==> src/rtl/intc_pkg.sv <==
// Shared context type, vector-address helper and reset constants for intc_nested.
package intc_pkg;

   // Context fields are sized for the widest supported build (64 sources, 32-bit PC).
   localparam int INTC_ADDR_MAX = 32;
   localparam int INTC_ID_MAX   = 6;

   typedef struct packed {
      logic                     valid;
      logic [INTC_ADDR_MAX-1:0] ret_addr;
      logic [INTC_ID_MAX-1:0]   prev_id;
   } intc_ctx_t;

   localparam intc_ctx_t INTC_CTX_RST    = '0;
   localparam logic      INTC_ENABLE_RST = 1'b0;
   localparam logic      INTC_SPUR_RST   = 1'b0;

   function automatic logic [INTC_ADDR_MAX-1:0] intc_vec_addr(
      input logic [INTC_ADDR_MAX-1:0] base,
      input logic [INTC_ADDR_MAX-1:0] stride,
      input logic [INTC_ID_MAX-1:0]   id
   );
      return base + INTC_ADDR_MAX'(id) * stride;
   endfunction

endpackage

==> src/rtl/intc_ctx_stack.sv <==
// LIFO of interrupted contexts; top is the most recent push, valid only while level is non-zero.
module intc_ctx_stack
   import intc_pkg::*;
#(
   parameter int DEPTH = 4,
   parameter int LVL_W = $clog2(DEPTH + 1)
) (
   input  logic             clk,
   input  logic             rst,
   input  logic             push,
   input  logic             pop,
   input  intc_ctx_t        din,
   output intc_ctx_t        top,
   output logic [LVL_W-1:0] level
);

   logic [LVL_W-1:0] level_reg;
   intc_ctx_t        ents [DEPTH];

   always_ff @(posedge clk or posedge rst) begin
      if (rst) begin
         level_reg <= '0;
      end else if (push) begin
         level_reg <= level_reg + LVL_W'(1);
      end else if (pop) begin
         level_reg <= level_reg - LVL_W'(1);
      end
   end

   genvar gi;
   generate
      for (gi = 0; gi < DEPTH; gi++) begin : g_ent
         intc_ctx_t ent;
         always_ff @(posedge clk or posedge rst) begin
            if (rst) begin
               ent <= INTC_CTX_RST;
            end else if (push && level_reg == LVL_W'(gi)) begin
               ent <= din;
            end else if (pop && level_reg == LVL_W'(gi + 1)) begin
               ent.valid <= 1'b0;
            end
         end
         assign ents[gi] = ent;
      end
   endgenerate

   always_comb begin
      top = INTC_CTX_RST;
      for (int i = 0; i < DEPTH; i++) begin
         if (level_reg == LVL_W'(i + 1)) top = ents[i];
      end
   end

   assign level = level_reg;

endmodule

==> src/rtl/intc_nested.sv <==
// Nested vectored interrupt controller: IER/IFR bank, fixed-priority pick, context stack.
// Preemption is built only with INTC_NESTING_EN defined; otherwise a single handler level.
module intc_nested
   import intc_pkg::*;
#(
   parameter int                NUM_INT    = 16,
   parameter int                ADDR_W     = 16,
   parameter int                NEST_DEPTH = 4,
   parameter logic [ADDR_W-1:0] VEC_BASE   = 16'h0100,
   parameter int                VEC_STRIDE = 4
) (
   input  logic                            clk,
   input  logic                            rst,
   input  logic [$clog2(NUM_INT):0]        reg_addr,
   input  logic                            ier_set_flag,
   input  logic                            ier_unset_flag,
   input  logic                            ifr_set_flag,
   input  logic                            ifr_unset_flag,
   input  logic [NUM_INT-1:0]              irq_in,
   input  logic [ADDR_W-1:0]               rtrn_addr_in,
   input  logic                            end_routine,
   output logic                            enable,
   output logic [ADDR_W-1:0]               addr_out,
   output logic [$clog2(NUM_INT)-1:0]      active_id,
   output logic [$clog2(NEST_DEPTH+1)-1:0] nest_level,
   output logic                            spurious_end
);

   localparam int ID_W  = $clog2(NUM_INT);
   localparam int RA_W  = $clog2(NUM_INT) + 1;
   localparam int LVL_W = $clog2(NEST_DEPTH + 1);
`ifdef INTC_NESTING_EN
   localparam int EFF_DEPTH = NEST_DEPTH;
`else
   localparam int EFF_DEPTH = 1;
`endif

   logic [NUM_INT:0]   ier_reg, ier_next;
   logic [NUM_INT-1:0] ifr_reg, ifr_next;
   logic [NUM_INT-1:0] cand;
   logic [ID_W-1:0]    win_id;
   logic [ID_W-1:0]    active_id_reg;
   logic               enable_reg;
   logic               spurious_reg;
   logic [ADDR_W-1:0]  addr_reg;
   logic [LVL_W-1:0]   level;
   logic               prio_ok, take, pop, spur;
   intc_ctx_t          ctx_push, ctx_top;
   logic [INTC_ADDR_MAX-1:0] vec_full;
   logic               ctx_unused;

   assign cand = ier_reg[NUM_INT-1:0] & ifr_reg;

   // Lowest set index wins.
   always_comb begin
      win_id = '0;
      for (int i = NUM_INT - 1; i >= 0; i--) begin
         if (cand[i]) win_id = ID_W'(i);
      end
   end

`ifdef INTC_NESTING_EN
   assign prio_ok = (level == '0) || (win_id < active_id_reg);
`else
   assign prio_ok = (level == '0);
`endif

   assign take = ier_reg[NUM_INT] && (|cand) && !end_routine && !enable_reg
                 && (level < LVL_W'(EFF_DEPTH)) && prio_ok;
   assign pop  = end_routine && (level != '0);
   assign spur = end_routine && (level == '0);

   genvar gi;
   generate
      for (gi = 0; gi <= NUM_INT; gi++) begin : g_ier
         logic hit;
         assign hit          = (reg_addr == RA_W'(gi));
         assign ier_next[gi] = (hit && ier_set_flag)   ? 1'b1 :
                               (hit && ier_unset_flag) ? 1'b0 : ier_reg[gi];
      end
      // The take-clear outranks every set source for the same bit.
      for (gi = 0; gi < NUM_INT; gi++) begin : g_ifr
         logic hit, set;
         assign hit          = (reg_addr == RA_W'(gi));
         assign set          = (hit && ifr_set_flag) || irq_in[gi];
         assign ifr_next[gi] = (take && win_id == ID_W'(gi)) ? 1'b0 :
                               set                           ? 1'b1 :
                               (hit && ifr_unset_flag)       ? 1'b0 : ifr_reg[gi];
      end
   endgenerate

   assign vec_full = intc_vec_addr(INTC_ADDR_MAX'(VEC_BASE), INTC_ADDR_MAX'(VEC_STRIDE),
                                   INTC_ID_MAX'(win_id));

   assign ctx_push.valid    = 1'b1;
   assign ctx_push.ret_addr = INTC_ADDR_MAX'(rtrn_addr_in);
   assign ctx_push.prev_id  = INTC_ID_MAX'(active_id_reg);

   intc_ctx_stack #(
      .DEPTH (EFF_DEPTH),
      .LVL_W (LVL_W)
   ) u_stack (
      .clk   (clk),
      .rst   (rst),
      .push  (take),
      .pop   (pop),
      .din   (ctx_push),
      .top   (ctx_top),
      .level (level)
   );

   always_ff @(posedge clk or posedge rst) begin
      if (rst) begin
         ier_reg       <= '0;
         ifr_reg       <= '0;
         active_id_reg <= '0;
         addr_reg      <= '0;
         enable_reg    <= INTC_ENABLE_RST;
         spurious_reg  <= INTC_SPUR_RST;
      end else begin
         ier_reg      <= ier_next;
         ifr_reg      <= ifr_next;
         enable_reg   <= take || pop;
         spurious_reg <= spur;
         if (take) begin
            addr_reg      <= vec_full[ADDR_W-1:0];
            active_id_reg <= win_id;
         end else if (pop) begin
            addr_reg      <= ctx_top.ret_addr[ADDR_W-1:0];
            active_id_reg <= ctx_top.prev_id[ID_W-1:0];
         end
      end
   end

   // Upper context/vector bits beyond the configured widths are intentionally dropped.
   assign ctx_unused = ^{ctx_top, vec_full};

   assign enable       = enable_reg;
   assign addr_out     = addr_reg;
   assign active_id    = active_id_reg;
   assign nest_level   = level;
   assign spurious_end = spurious_reg;

endmodule

==> config.mk <==
export PLATFORM = sky130hd
export DESIGN_NAME = intc_nested
export DESIGN_NICKNAME = d
export VERILOG_FILES = /design/src/rtl/intc_pkg.sv /design/src/rtl/intc_ctx_stack.sv /design/src/rtl/intc_nested.sv
export SDC_FILE = /design/constraint.sdc
export NUM_CORES = 1
export LEC_CHECK = 0
export ABC_AREA = 0
export CAP_MARGIN = 15
export CORE_MARGIN = 2
export CORE_UTILIZATION = 45
export DETAILED_ROUTE_END_ITERATION = 8
export PLACE_DENSITY_LB_ADDON = 0.1
export SYNTH_ARGS = -nofsm -noshare
export SYNTH_HDL_FRONTEND = slang
export SYNTH_SLANG_ARGS = --single-unit
==> constraint.sdc <==
create_clock -name clk -period 2.88 [get_ports clk]
set_clock_uncertainty 0.1 [all_clocks]
set_input_delay 0.576 -clock clk [delete_from_list [all_inputs] [get_ports clk]]
set_output_delay 0.576 -clock clk [all_outputs]
set_load 0.01 [all_outputs]
==> impl_metrics.tcl <==
set metrics [dict create \
    fillCellCount 687 \
    async_flop_share_pct 100 \
    antenna_found_initial 0 \
    place.gp.congestion 0.899 \
    dp_hpwl_mm 6.29 \
    clock_latency_ns 0.35 \
    powerDensity_nw_per_um2 677 \
    post_drt_wl_per_cell_um 16.4 \
    tightest_slew_ns 1.05 \
    drive_gt1_share_pct 8.28 \
    io_pins 69 \
    setup_violations 0 \
    dp.cells 546 \
    end_kind "flip-flop" \
    yosys.area.top_type "dfrtp_1" \
    die-area_um2 8870 \
    gr-total-overflow 0 \
    design_area_um2 4690 \
    clockBufferDepth 2 \
    synth.area.top_cells "dfrtp_1 (53%), nand2_1 (12%), a22o_1 (4.5%), nor2_1 (4.2%), a221oi_1 (4.1%)" \
    peakVddDrop_mv 0.298 \
    leakagePower_nw 2.03 \
    cts_tree "yes" \
    start_kind "flip-flop" \
    synth_nets 435 \
    row_count 32 \
    met2_length_mm 4.09 \
    via_per_inst 5.60 \
    cap_violations 0 \
    core_um2 7810 \
    cp.required_ns 3.01 \
    crit_fanout 24 \
    synth_edf_count 0 \
    grt_pass1_wl_mm 15.0 \
    die_h_um 94.2 \
    drt_iter0_drc 265 \
    wl_met1_mm 4.43 \
    hold_viol_final 0 \
    io_buffers 68 \
    num-nets-final 503 \
    grt_pass1_vias 3011 \
    clk_pin_slew_ns 0.08 \
    stdcell_count 561 \
    final.setup.worst_slack_ns 0.266 \
    max_freq_ghz 0.382 \
    status "finished, final reports clean" \
    post-place-ws_ns 0.0837 \
    cts.repair.resized 0 \
    synth_top_area_share_pct 53.3 \
    final_util_pct 60.1 \
    hold_path.class "flip-flop to flip-flop" \
    rsz0062_at_grt "false" \
    h-tree-depth 3 \
    vias 3142 \
    diodes 0 \
    grt_max_degree 79 \
    syn_to_final_growth_pct 28.2 \
    ys_ff_latch 78 \
    yosysWarnings 0 \
    finalSetupTns_ns 0 \
    drtAntennaViolNets 0 \
    clock_sinks 78 \
    largest_register_ffs 20 \
    crit_type "flip-flop to flip-flop" \
    syn_area_per_cell_um2 9.46 \
    cp.arrival_ns 2.75 \
    dieWidth_um 94.2 \
    root_buffer "clkbuf_8" \
    start_util_pct 46.9 \
    track_usage_pct 22.1 \
    met3_length_um 567 \
    synthCells 387 \
    cts_buffers 9 \
    placed_area_um2 4480 \
    fin_crit_sh_pct 90.8 \
    min_period_ns 2.61 \
    postCtsHoldBufs 0 \
    wl_mm 9.23 \
    slew_headroom_pct 29.8 \
    dominantRegCellSynth "dfrtp_1" \
    netlist_area_um2 3660 \
    firstDrtPassIters 5 \
    cts_setup_buffers 0 \
    finalMaxSlewViolations 0 \
    synth_cell_types 43 \
    drc 0 \
    seq_area_frac_synth_pct 53.3 \
    highest_layer "met4" \
]
## worst paths after layout
| kind | startpoint | endpoint | slack (ns) | cells past startpoint |
|---|---|---|---|---|
| setup / recovery | ier_reg[8]$_DFFE_PP0P_ | u_stack.level[0]$_DFFE_PP0P_ | 0.27 | 6 |
| hold / removal | u_stack.ents[20]$_DFFE_PP0P_ | u_stack.ents[20]$_DFFE_PP0P_ | 0.38 | 2 |
| setup reg to reg | ier_reg[8]$_DFFE_PP0P_ | u_stack.level[0]$_DFFE_PP0P_ | 0.27 | 6 |
| hold reg to reg | u_stack.ents[20]$_DFFE_PP0P_ | u_stack.ents[20]$_DFFE_PP0P_ | 0.38 | 2 |
| max in group asynchronous | rst | ifr_reg[13]$_DFFE_PP0P_ | 1.81 | 3 |
| min in group asynchronous | rst | ier_reg[6]$_DFFE_PP0P_ | 0.52 | 3 |
## cell type report
cell class	count	area [um2]	share of cell area (%)
inverters	5	18.8	0.400
flip-flops and latches	78	1950	41.6
well taps	102	128	2.72
repair buffers	76	766	16.3
multi-input cells	285	1620	34.5
clock inverters	6	86.3	1.84
clock buffers	9	124	2.64
## per-layer routing
layer,global-route usage (%),up-vias
met3,4.49,13
met1,33.6,1516
met5,0,-
met2,32.0,105
li1,-,1508
met4,6.52,0
## cell families after synthesis
logic type      after synthesis  share of synthesized area, %
simple gates                183                          21.2
fa+ha+maj                     4                          1.37
buf+inv                      24                          2.87
compound gates               97                          21.1
flops                        78                          53.3
xor+xnor                      1                         0.239
## layout by cell type (no fill, tap or decap), types with 3 or more instances in the layout
cell	count
inv_1	4
clkdlybuf4s50_1	68
a22o_1	19
ha_1	4
a221oi_2	5
a22oi_1	17
o21ai_0	4
dfrtp_1	78
clkbuf_8	9
nand2_1	116
nor2_1	41
nand3_1	5
a31oi_1	5
buf_4	6
nand2b_1	4
and2_1	3
a221oi_1	17
a21oi_1	16
## cell usage after synthesis, types with 2 or more instances
| library cell | instances |
|---|---|
| a21oi_1 | 16 |
| a221oi_1 | 17 |
| a221oi_2 | 5 |
| a22o_1 | 19 |
| a22oi_1 | 17 |
| a31oi_1 | 5 |
| a41oi_1 | 2 |
| and2_1 | 3 |
| buf_2 | 6 |
| clkbuf_1 | 11 |
| dfrtp_1 | 78 |
| ha_1 | 4 |
| inv_1 | 5 |
| nand2_1 | 116 |
| nand2b_1 | 4 |
| nand3_1 | 5 |
| nand4_1 | 2 |
| nor2_1 | 41 |
| nor2_2 | 2 |
| o211ai_1 | 2 |
| o21ai_0 | 4 |
| or2_1 | 2 |
## power breakdown
group | switching [mW] | total (mW) | internal, mW | leakage (nW)
registers | 0.155 | 1.46 | 1.30 | 0.965
logic | 0.454 | 0.836 | 0.382 | 0.964
clock network | 0.401 | 0.884 | 0.483 | 0.105
## critical path, stage by stage (launching register included)
cell	delay (ns)
dfrtp_1	0.41
a22o_1	0.26
and3b_1	0.29
nand3_2	0.13
o31ai_4	0.93
nand2_1	0.20
xnor2_1	0.17
## per-stage QoR
step	hold slack (ns)	total power [mW]
2_1_floorplan	0.347	1.95
3_3_place_gp	0.358	2.30
3_5_place_dp	0.363	2.31
4_1_cts	0.383	3.20
5_1_grt	0.398	3.38
6_report	0.381	3.18
(Power assumes the default switching activity.)
